[config.mk]
export PLATFORM = sky130hd
export DESIGN_NAME = muldiv_ctrl
export DESIGN_NICKNAME = d
export VERILOG_FILES = /design/src/rtl/muldiv_ctrl_pkg.sv /design/src/rtl/muldiv_ctrl_div_core.sv /design/src/rtl/multiplier.sv /design/src/rtl/muldiv_ctrl.sv
export SDC_FILE = /design/constraint.sdc
export NUM_CORES = 2
export LEC_CHECK = 0
export BUFFER_PORTS_ARGS = -buffer_cell sky130_fd_sc_hd__clkbuf_2
export CORE_UTILIZATION = 55
export CTS_BUF_LIST = sky130_fd_sc_hd__clkbuf_8
export DETAILED_ROUTE_END_ITERATION = 10
export PLACE_DENSITY = 0.72
export SYNTH_ARGS = -nofsm -noshare
export SYNTH_HDL_FRONTEND = slang
export SYNTH_SLANG_ARGS = --single-unit
[constraint.sdc]
create_clock -name clk -period 8.8 [get_ports clk]
set_input_delay 0.88 -clock clk [delete_from_list [all_inputs] [get_ports clk]]
set_output_delay 0.88 -clock clk [all_outputs]
set_load 0.005 [all_outputs]
[src/rtl/muldiv_ctrl_pkg.sv]
// -----------------------------------------------------------------------------
// muldiv_ctrl_pkg
// Shared definitions for the HI/LO multiply/divide sequencer: operation codes,
// FSM state encodings, fixed widths and a small magnitude helper.
// -----------------------------------------------------------------------------
package muldiv_ctrl_pkg;

    localparam int MD_WIDTH  = 32;
    localparam int MD_OP_W   = 3;
    localparam int MD_CNT_W  = 6;

    // Operation codes carried on the op port; 6 and 7 are reserved.
    typedef enum logic [MD_OP_W-1:0] {
        MD_OP_MULT  = 3'd0,
        MD_OP_MULTU = 3'd1,
        MD_OP_DIV   = 3'd2,
        MD_OP_DIVU  = 3'd3,
        MD_OP_MTHI  = 3'd4,
        MD_OP_MTLO  = 3'd5
    } md_op_e;

    typedef enum logic [1:0] {
        MD_ST_IDLE    = 2'd0,
        MD_ST_MUL     = 2'd1,
        MD_ST_DIV_RUN = 2'd2,
        MD_ST_DIV_FIX = 2'd3
    } md_state_e;

    // Magnitude of a two's complement word. 0x80000000 maps to itself, which
    // is the correct unsigned magnitude for the divider.
    function automatic logic [MD_WIDTH-1:0] md_abs(input logic [MD_WIDTH-1:0] v);
        logic [MD_WIDTH-1:0] r;
        if (v[MD_WIDTH-1]) begin
            r = (~v) + {{(MD_WIDTH-1){1'b0}}, 1'b1};
        end else begin
            r = v;
        end
        return r;
    endfunction

endpackage

[src/rtl/muldiv_ctrl_div_core.sv]
// -----------------------------------------------------------------------------
// muldiv_ctrl_div_core
// One combinational radix-2 restoring division step.
// Ports: rem, quo (current partial remainder / quotient shift register),
//        divisor (magnitude), rem_next, quo_next (state after this step).
// -----------------------------------------------------------------------------
module muldiv_ctrl_div_core #(
    parameter int WIDTH = 32
) (
    input  logic [WIDTH-1:0] rem,
    input  logic [WIDTH-1:0] quo,
    input  logic [WIDTH-1:0] divisor,
    output logic [WIDTH-1:0] rem_next,
    output logic [WIDTH-1:0] quo_next
);

    logic [WIDTH:0] rem_sh_s;
    logic [WIDTH:0] diff_s;

    // Shift {rem,quo} left one bit and trial-subtract; the extra top bit of
    // the shifted remainder keeps the comparison exact.
    always_comb begin
        rem_sh_s = {rem, quo[WIDTH-1]};
        diff_s   = rem_sh_s - {1'b0, divisor};
        if (diff_s[WIDTH]) begin
            rem_next = rem_sh_s[WIDTH-1:0];
            quo_next = {quo[WIDTH-2:0], 1'b0};
        end else begin
            rem_next = diff_s[WIDTH-1:0];
            quo_next = {quo[WIDTH-2:0], 1'b1};
        end
    end

endmodule

[src/rtl/multiplier.sv]
// -----------------------------------------------------------------------------
// multiplier
// Combinational WIDTH x WIDTH -> 2*WIDTH multiplier, signed or unsigned.
// Ports: a, b (operands), is_signed (treat operands as two's complement),
//        product (full double-width result).
// -----------------------------------------------------------------------------
module multiplier #(
    parameter int WIDTH = 32
) (
    input  logic [WIDTH-1:0]   a,
    input  logic [WIDTH-1:0]   b,
    input  logic               is_signed,
    output logic [2*WIDTH-1:0] product
);

    logic [2*WIDTH-1:0] ext_a_s;
    logic [2*WIDTH-1:0] ext_b_s;

    // Extending both operands to the full result width makes the low
    // 2*WIDTH bits of a plain product correct for both signednesses.
    always_comb begin
        ext_a_s = {{WIDTH{is_signed & a[WIDTH-1]}}, a};
        ext_b_s = {{WIDTH{is_signed & b[WIDTH-1]}}, b};
        product = ext_a_s * ext_b_s;
    end

endmodule

[src/rtl/muldiv_ctrl.sv]
// -----------------------------------------------------------------------------
// muldiv_ctrl
// Owns architectural HI/LO and sequences MULT/MULTU (one registered multiply
// cycle), DIV/DIVU (32-step restoring divide plus sign fix-up) and MTHI/MTLO.
// Ports: clk, resetn (synchronous, active low), start/op/src_a/src_b (request,
//        sampled only when idle), flush (abort in-flight op), busy (stall),
//        done (pulse in the cycle after HI/LO is written), hi, lo.
// -----------------------------------------------------------------------------
module muldiv_ctrl
    import muldiv_ctrl_pkg::*;
#(
    parameter int WIDTH = 32
) (
    input  logic             clk,
    input  logic             resetn,
    input  logic             start,
    input  logic [2:0]       op,
    input  logic [WIDTH-1:0] src_a,
    input  logic [WIDTH-1:0] src_b,
    input  logic             flush,
    output logic             busy,
    output logic             done,
    output logic [WIDTH-1:0] hi,
    output logic [WIDTH-1:0] lo
);

    md_state_e             state_r;
    logic [MD_CNT_W-1:0]   cnt_r;
    logic [WIDTH-1:0]      hi_r;
    logic [WIDTH-1:0]      lo_r;
    logic                  busy_r;
    logic                  done_r;
    logic [WIDTH-1:0]      mul_a_r;
    logic [WIDTH-1:0]      mul_b_r;
    logic                  mul_signed_r;
    logic [WIDTH-1:0]      rem_r;
    logic [WIDTH-1:0]      quo_r;
    logic [WIDTH-1:0]      div_b_r;
    logic                  fix_signed_r;
    logic                  neg_quo_r;
    logic                  neg_rem_r;

    md_op_e                op_s;
    logic                  div_signed_s;
    logic [2*WIDTH-1:0]    product_s;
    logic [WIDTH-1:0]      rem_next_s;
    logic [WIDTH-1:0]      quo_next_s;
    logic [WIDTH-1:0]      quo_fixed_s;
    logic [WIDTH-1:0]      rem_fixed_s;

    assign op_s = md_op_e'(op);

    multiplier #(.WIDTH(WIDTH)) u_multiplier (
        .a         (mul_a_r),
        .b         (mul_b_r),
        .is_signed (mul_signed_r),
        .product   (product_s)
    );

    muldiv_ctrl_div_core #(.WIDTH(WIDTH)) u_div_core (
        .rem      (rem_r),
        .quo      (quo_r),
        .divisor  (div_b_r),
        .rem_next (rem_next_s),
        .quo_next (quo_next_s)
    );

    // Sign fix-up applied in DIV_FIX; divide-by-zero clears fix_signed_r so
    // its raw 0xFFFFFFFF / dividend result passes through untouched.
    always_comb begin
        div_signed_s = (op_s == MD_OP_DIV);
        if (fix_signed_r && neg_quo_r) begin
            quo_fixed_s = (~quo_r) + {{(WIDTH-1){1'b0}}, 1'b1};
        end else begin
            quo_fixed_s = quo_r;
        end
        if (fix_signed_r && neg_rem_r) begin
            rem_fixed_s = (~rem_r) + {{(WIDTH-1){1'b0}}, 1'b1};
        end else begin
            rem_fixed_s = rem_r;
        end
    end

    // Sequencer FSM with registered HI/LO, busy and done.
    always_ff @(posedge clk) begin
        if (!resetn) begin
            state_r      <= MD_ST_IDLE;
            cnt_r        <= {MD_CNT_W{1'b0}};
            hi_r         <= {WIDTH{1'b0}};
            lo_r         <= {WIDTH{1'b0}};
            busy_r       <= 1'b0;
            done_r       <= 1'b0;
            mul_a_r      <= {WIDTH{1'b0}};
            mul_b_r      <= {WIDTH{1'b0}};
            mul_signed_r <= 1'b0;
            rem_r        <= {WIDTH{1'b0}};
            quo_r        <= {WIDTH{1'b0}};
            div_b_r      <= {WIDTH{1'b0}};
            fix_signed_r <= 1'b0;
            neg_quo_r    <= 1'b0;
            neg_rem_r    <= 1'b0;
        end else begin
            done_r <= 1'b0;
            case (state_r)
                MD_ST_IDLE: begin
                    // start is honoured only when no flush accompanies it
                    if (start && !flush) begin
                        case (op_s)
                            MD_OP_MTHI: begin
                                hi_r   <= src_a;
                                done_r <= 1'b1;
                            end
                            MD_OP_MTLO: begin
                                lo_r   <= src_a;
                                done_r <= 1'b1;
                            end
                            MD_OP_MULT, MD_OP_MULTU: begin
                                mul_a_r      <= src_a;
                                mul_b_r      <= src_b;
                                mul_signed_r <= (op_s == MD_OP_MULT);
                                state_r      <= MD_ST_MUL;
                                busy_r       <= 1'b1;
                            end
                            MD_OP_DIV, MD_OP_DIVU: begin
                                busy_r <= 1'b1;
                                if (src_b == {WIDTH{1'b0}}) begin
                                    quo_r        <= {WIDTH{1'b1}};
                                    rem_r        <= src_a;
                                    fix_signed_r <= 1'b0;
                                    state_r      <= MD_ST_DIV_FIX;
                                end else begin
                                    quo_r        <= div_signed_s ? md_abs(src_a) : src_a;
                                    div_b_r      <= div_signed_s ? md_abs(src_b) : src_b;
                                    neg_rem_r    <= src_a[WIDTH-1];
                                    neg_quo_r    <= src_a[WIDTH-1] ^ src_b[WIDTH-1];
                                    fix_signed_r <= div_signed_s;
                                    rem_r        <= {WIDTH{1'b0}};
                                    cnt_r        <= {MD_CNT_W{1'b0}};
                                    state_r      <= MD_ST_DIV_RUN;
                                end
                            end
                            default: begin
                                state_r <= MD_ST_IDLE;
                            end
                        endcase
                    end else begin
                        state_r <= MD_ST_IDLE;
                    end
                end
                MD_ST_MUL: begin
                    state_r <= MD_ST_IDLE;
                    busy_r  <= 1'b0;
                    if (!flush) begin
                        hi_r   <= product_s[2*WIDTH-1:WIDTH];
                        lo_r   <= product_s[WIDTH-1:0];
                        done_r <= 1'b1;
                    end else begin
                        done_r <= 1'b0;
                    end
                end
                MD_ST_DIV_RUN: begin
                    if (flush) begin
                        state_r <= MD_ST_IDLE;
                        busy_r  <= 1'b0;
                    end else begin
                        rem_r <= rem_next_s;
                        quo_r <= quo_next_s;
                        cnt_r <= cnt_r + 6'd1;
                        // cnt_r==31 here is the 32nd step
                        if (cnt_r == 6'd31) begin
                            state_r <= MD_ST_DIV_FIX;
                        end else begin
                            state_r <= MD_ST_DIV_RUN;
                        end
                    end
                end
                MD_ST_DIV_FIX: begin
                    state_r <= MD_ST_IDLE;
                    busy_r  <= 1'b0;
                    if (!flush) begin
                        lo_r   <= quo_fixed_s;
                        hi_r   <= rem_fixed_s;
                        done_r <= 1'b1;
                    end else begin
                        done_r <= 1'b0;
                    end
                end
                default: begin
                    state_r <= MD_ST_IDLE;
                    busy_r  <= 1'b0;
                end
            endcase
        end
    end

    assign busy = busy_r;
    assign done = done_r;
    assign hi   = hi_r;
    assign lo   = lo_r;

endmodule
### After elaboration in Yosys (flattened, before gate mapping)

Cells that the tools add are included.

* $add $sub $neg: 6
* multipliers: 1
* eq/ne operators: 20
* multiplexer cells: 48
* bitwise gates (word level): 8
* reductions and logical operators: 22

Operators with widths (count)
* 32-bit 2-to-1 mux: 23
* 32-bit one-hot mux with 3 select lines: 2
* 32-bit by 1-bit adder with 32-bit output, second input constant: 4
* 32-bit NOT: 4
* 32-bit one-hot mux with 2 select lines: 2
* 33-bit by 33-bit multiplier with 64-bit output: 1
* 33-bit by 32-bit subtractor with 33-bit output: 1
* 32-bit zero test: 1
* 6-bit 2-to-1 mux: 4
* 5-bit AND reduction: 3
* 2-bit != test, second input constant: 7
* 2-bit one-hot mux with 3 select lines: 2
* 6-bit one-hot mux with 2 select lines: 1
* 1-bit 2-to-1 mux: 10
* 3-bit AND reduction: 3
* 4-bit AND reduction: 2
* 2-bit OR reduction: 4
* 6-bit by 1-bit adder with 6-bit output, second input constant: 1
* 3-bit by 2-bit == test with 1-bit output, second input constant: 2
* 3-bit == test, second input constant: 2
* 6-bit by 5-bit == test with 1-bit output, second input constant: 1
* 2-bit by 1-bit != test with 1-bit output, second input constant: 3
* 2-bit == test, second input constant: 2
* 2-bit 2-to-1 mux: 2
* 15 further kinds: 18

* flip-flop bits (word level): 238
* bits of input ports: 71
* output and inout bits: 66
* logic and storage cells: 120

### Logic depth before layout (Yosys ltp)

* depth in word-level cells: 8
* gate-level depth with buffers: 30
* depth with buffers taken out: 27

### Cells and area by module

From an unflattened synthesis, not the netlist that was laid out.

* cell total of the unflattened synthesis: 6078
* area, all modules: 52923.3 um2

By module, submodules not included
* multiplier: instances 1, cells an instance 4078, area an instance 37417.1 um2, seq. area each 0.0 um2
* muldiv_ctrl: instances 1, cells an instance 1664, area an instance 12914.9 um2, seq. area each 4764.6 um2
* muldiv_ctrl_div_core: instances 1, cells an instance 336, area an instance 2591.2 um2, seq. area each 0.0 um2

### Least setup slack after synthesis

Ideal clock, no wire load.

* kind: reg2reg
* from: register mul_a_r[31]
* to: register hi_r[29], in the netlist hi[29]
* library setup time: 0.079 ns
* data arrival time: 7.934 ns
* required time: 8.721 ns
* setup slack: 0.787 ns
* stages on the path, launching flop included: 31
* buffers on the path: 3
* period minus slack after synthesis: 8.013 ns
* cell sequence: dfxtp_1 clkbuf_1 and2_1 clkbuf_1 nand2_1 inv_1 fa_1 inv_1 fa_1 inv_1 fa_1 fa_1 inv_1 fa_1 inv_1 fa_1 inv_1 fa_1 fa_1 inv_1 ha_1 clkbuf_1 a21o_1 a21o_1 a21oi_1 o21bai_1 a21o_1 a21o_1 a21o_1 a2111o_1 o211ai_1

* longest elaborated chain between the ends: 4

RTL lines
* start, declared: RTL line muldiv_ctrl.sv:33 `logic [WIDTH-1:0] mul_a_r;`
* start signal, assigned: RTL line muldiv_ctrl.sv:93 `mul_a_r <= {WIDTH{1'b0}};`
* start signal, assigned: RTL line muldiv_ctrl.sv:118 `mul_a_r <= src_a;`
* 1-bit bitwise AND: RTL line multiplier.sv:22 `ext_a_s = {{WIDTH{is_signed & a[WIDTH-1]}}, a};`
* 33-bit by 33-bit multiplier with 64-bit output *: RTL line multiplier.sv:24 `product = ext_a_s * ext_b_s;`
* 32-bit 2-to-1 mux *: RTL line muldiv_ctrl.sv:153 `if (!flush) begin`
* 32-bit one-hot mux with 3 select lines *: RTL line muldiv_ctrl.sv:104 `case (state_r)`
* end signal, assigned: RTL line muldiv_ctrl.sv:110 `hi_r <= src_a;`
* end signal, assigned: RTL line muldiv_ctrl.sv:154 `hi_r <= product_s[2*WIDTH-1:WIDTH];`
* end signal, assigned: RTL line muldiv_ctrl.sv:182 `hi_r <= rem_fixed_s;`
* end, declared: RTL line muldiv_ctrl.sv:29 `logic [WIDTH-1:0] hi_r;`

Every way passes the cells marked *; elsewhere a longest branch is shown, timed or not. The select of a mux whose other input is x is not followed.
A chain may end at the register's enable or synchronous reset.

### Worst setup path after layout

* from: register mul_b_r[11]
* to: register hi_r[23], in the netlist hi[23]

* longest elaborated chain between the ends: 3

RTL lines
* start, declared: RTL line muldiv_ctrl.sv:34 `logic [WIDTH-1:0] mul_b_r;`
* start signal, assigned: RTL line muldiv_ctrl.sv:94 `mul_b_r <= {WIDTH{1'b0}};`
* start signal, assigned: RTL line muldiv_ctrl.sv:119 `mul_b_r <= src_b;`
* 33-bit by 33-bit multiplier with 64-bit output: RTL line multiplier.sv:24
* 32-bit 2-to-1 mux: RTL line muldiv_ctrl.sv:153
* 32-bit one-hot mux with 3 select lines: RTL line muldiv_ctrl.sv:104

No other way between the ends. The select of a mux whose other input is x is not followed.

==> flow_metrics.tcl <==
set metrics [dict create \
    endpoint "hi[23]" \
    synth_edf_count 0 \
    initial_core_util_pct 55.7 \
    syn_nets 7700 \
    grt.overflow.total 0 \
    finalCritPeriodShare_pct 96.0 \
    finalHoldViolations 0 \
    critPathLaunchType "flop" \
    fp.dieW_microns 312 \
    post_drt_wl_per_cell_microns 21.4 \
    synthToLayoutAreaGrowth_pct 6.03 \
    ios 137 \
    fin_area_sq_um 56100 \
    ant_nets 0 \
    arrival_ns 8.91 \
    grt_max_degree 82 \
    cts_hold_buf 0 \
    worstSetupPathType "reg2reg" \
    timing.setup.tns_ns 0 \
    grt_antenna_before_repair 6 \
    synth-async-reset-ratio_pct 0 \
    ys_warn_count 0 \
    synth-seq-cells 238 \
    grt_pass1_wl_mm 254 \
    r2r_start "mul_b_r[11]" \
    max_cap_violations 0 \
    path_cells "buf_4 -> and2_1 -> fa_1 -> fa_1 -> inv_1 -> fa_1 -> fa_1 -> inv_1 -> ha_1 -> fa_1 -> fa_1 -> inv_1 -> fa_1 -> inv_1 -> ha_1 -> nand2_1 -> o311ai_0 -> buf_4 -> nor3_1 -> a2111oi_2 -> o21ai_1 -> o31ai_1 -> xnor2_1 -> o22ai_1" \
    tightest_slew_ns 1.28 \
    core.rowCount 113 \
    timing.reg2reg.setup_slack_ns 0.35 \
    synthesis.area_sq_um 53000 \
    coreArea_sq_um 95200 \
    path_clk_slew_ns 0.06 \
    drive_gt1_share_pct 6.90 \
    tritoncts "built" \
    grtUsageTotal_pct 33.7 \
    max-clock-path-buffers 3 \
    finalWeightedCongestion 0.988 \
    crit_top_cell "fa_1" \
    dp_slack_ns 0.0651 \
    cts_buffers 47 \
    final_nets 7652 \
    worstSkewPairLatency_ns 0.64 \
    final.setup_skew_ns 0.0254 \
    cts_root_buffer "clkbuf_8" \
    cp-end-kind "flop" \
    ys_types 86 \
    vias 43700 \
    critPathSlowestCell "dfxtp_1" \
    finalNonFillerCells 7509 \
    dr.pass1.iters 6 \
    max_freq_mhz 118 \
    reg2reg_depth 24 \
    synth-seq-area-share_pct 9.00 \
    slowest_delay_ns 0.88 \
    rsz0062_at_grt "false" \
    run_status "finished clean" \
    crit_path_start "mul_b_r[11]" \
    finalMaxSlewViolations 0 \
    reg2reg_to "hi[23]" \
    place_area_sq_um 55000 \
    drtIter0Drc 3957 \
    drt-vias-per-instance 5.82 \
    syn_avg_cell_area_sq_um 8.47 \
    hpwl_mm 131 \
    port_buffers 136 \
    die_area_sq_um 97500 \
    cp.required_ns 9.26 \
    finalSetupViolCount 0 \
    crit_fanout 14 \
    setup_slack_ns 0.348 \
    vdd_drop_max_v 0.000135 \
    drc_errors 0 \
    hold_class "reg2reg" \
    powerDensity_nw_per_um2 57.8 \
    dp_cells 7419 \
    first_global_vias 44700 \
    cts.sinks 238 \
    fin_crit_ns 8.45 \
    syn_inst 6254 \
    htree_levels 2 \
    p_leak_nw 26.7 \
    slew_headroom_pct 14.7 \
    routed_wl_mm 161 \
    ys.flop_type "dfxtp_1" \
    die_y_microns 312 \
]
-- placed cells by master, fill, tap and decap left out, types with 13 or more instances in the layout --
cell type,n
inv_1,1229
fa_1,1126
nand2_1,998
and2_1,354
a21oi_1,329
ha_1,249
nor2_1,230
dfxtp_1,222
o21ai_0,180
buf_4,150
clkbuf_2,135
xnor2_1,118
xor2_1,87
a211oi_1,61
clkbuf_8,58
nor3_1,55
a21o_1,51
nand3_1,50
and3_1,39
a31oi_1,39
o211ai_1,38
nor4_1,30
nand4_1,30
a221oi_1,28
o31ai_1,24
o221ai_1,23
o21bai_1,21
nor2b_1,19
o21a_1,17
dfxtp_2,16
or3_1,15
or4_1,13
a311oi_1,13
-- routing by layer --
metal	GRT usage [%]	wire length, microns
met1	44.2	61900
met2	54.8	75600
met3	6.18	15200
met4	14.7	8080
met5	0	57
-- cell usage after synthesis (all sizes together) (5+ instances only) --
| library cell | number | area share, % |
|---|---|---|
| inv | 1219 | 8.6 |
| fa | 1126 | 43 |
| nand2 | 999 | 7.1 |
| clkbuf | 367 | 2.6 |
| and2 | 356 | 4.2 |
| a21oi | 331 | 3.1 |
| ha | 249 | 5.9 |
| dfxtp | 238 | 9.0 |
| nor2 | 233 | 1.7 |
| o21ai | 189 | 1.8 |
| xnor2 | 118 | 2.0 |
| xor2 | 87 | 1.4 |
| a211oi | 61 | 0.86 |
| nor3 | 58 | 0.57 |
| a21o | 51 | 0.72 |
| nand3 | 50 | 0.47 |
| a31oi | 40 | 0.48 |
| and3 | 39 | 0.46 |
| o211ai | 38 | 0.54 |
| nor4 | 34 | 0.44 |
| nand4 | 30 | 0.35 |
| a221oi | 28 | 0.46 |
| buf | 25 | 0.22 |
| o31ai | 25 | 0.36 |
| o221ai | 23 | 0.38 |
| o21bai | 21 | 0.30 |
| nor2b | 20 | 0.24 |
| o21a | 17 | 0.24 |
| or3 | 15 | 0.18 |
| a311oi | 14 | 0.26 |
| or4 | 14 | 0.21 |
| o22ai | 12 | 0.15 |
| or2 | 12 | 0.14 |
| mux2i | 11 | 0.21 |
| nand2b | 10 | 0.12 |
| a41oi | 8 | 0.13 |
| o41ai | 8 | 0.15 |
| a221o | 6 | 0.11 |
| o211a | 6 | 0.11 |
| a2111oi | 5 | 0.11 |
| nor3b | 5 | 0.080 |
| o2111ai | 5 | 0.083 |
-- cell type report --
class                           count  area [sq um]
Multi-Input combinational cell   4405         42200
Fill cell                        8526         39000
Sequential cell                   238          4780
Inverter                         1219          4580
Timing Repair Buffer              295          1980
Tap cell                         1265          1580
Clock buffer                       58           798
Clock inverter                     27           240
Antenna cell                        2          5.00
-- cell families after synthesis --
family | Yosys count | synth area share, %
AND/OR/NAND/NOR | 1894 | 16.5
buffers and inverters | 1611 | 11.5
adder cells (fa/ha/maj) | 1375 | 48.5
AO/OA/AOI/OAI | 919 | 10.9
flip-flops | 238 | 9.00
XOR/XNOR | 205 | 3.39
multiplexers | 12 | 0.229
-- worst min-delay path by stage --
stage / slack [ns] / cells past startpoint / from / endpoint
6_report: 0.46 / 2 / lo[10] / lo[10]
2_1_floorplan: 0.43 / 2 / div_b_r[22] / div_b_r[22]
5_1_grt: 0.47 / 2 / lo[10] / lo[10]
4_1_cts: 0.46 / 2 / mul_b_r[5] / mul_b_r[5]
3_3_place_gp: 0.44 / 2 / lo[10] / lo[10]
3_5_place_dp: 0.45 / 2 / mul_b_r[5] / mul_b_r[5]
-- metrics by stage --
| stage | total power [mW] | util, % | hold WS (ns) |
|---|---|---|---|
| floorplan | 1.68 | - | 0.432 |
| global placement | 1.95 | 57.9 | 0.442 |
| detailed placement | 1.96 | 57.9 | 0.447 |
| CTS | 3.23 | 58.9 | 0.456 |
| global route | 3.37 | 59.0 | 0.474 |
| finish | 3.25 | 59.0 | 0.455 |
-- critical path: cells and delay by family (launching register included) --
| kind | cells | cell delay (ns) |
|---|---|---|
| adders and majority gates | 9 | 4.25 |
| and+or+nand+nor | 3 | 0.39 |
| xor gates and xnor gates | 1 | 0.16 |
| AOI/OAI and AO/OA | 5 | 1.86 |
| DFF | 1 | 0.88 |
| buffers and inverters | 6 | 0.75 |
-- where the power goes --
part / switching, mW / internal [mW] / total [mW]
clock: 0.567 / 0.717 / 1.28
sequential: 0.0667 / 1.11 / 1.18
combinational: 0.526 / 0.258 / 0.784
-- state kept, by name (all words and copies together), names as in the netlist --
name	flops
rem_r	32
state_r	2
fix_signed_r	1
mul_signed_r	1
done	1
hi	32
quo_r	32
div_b_r	32
cnt_r	6
neg_rem_r	1
neg_quo_r	1
mul_b_r	32
lo	32
mul_a_r	32
busy	1
-- repair_timing --
item                                    in CTS  in global routing
endpoints found under the setup margin       0                 15
gates resized for setup                      0                 16
setup buffers                                0                  3
endpoints found under the hold margin        0                  0
Note: power is estimated with default switching activity, not from simulation.
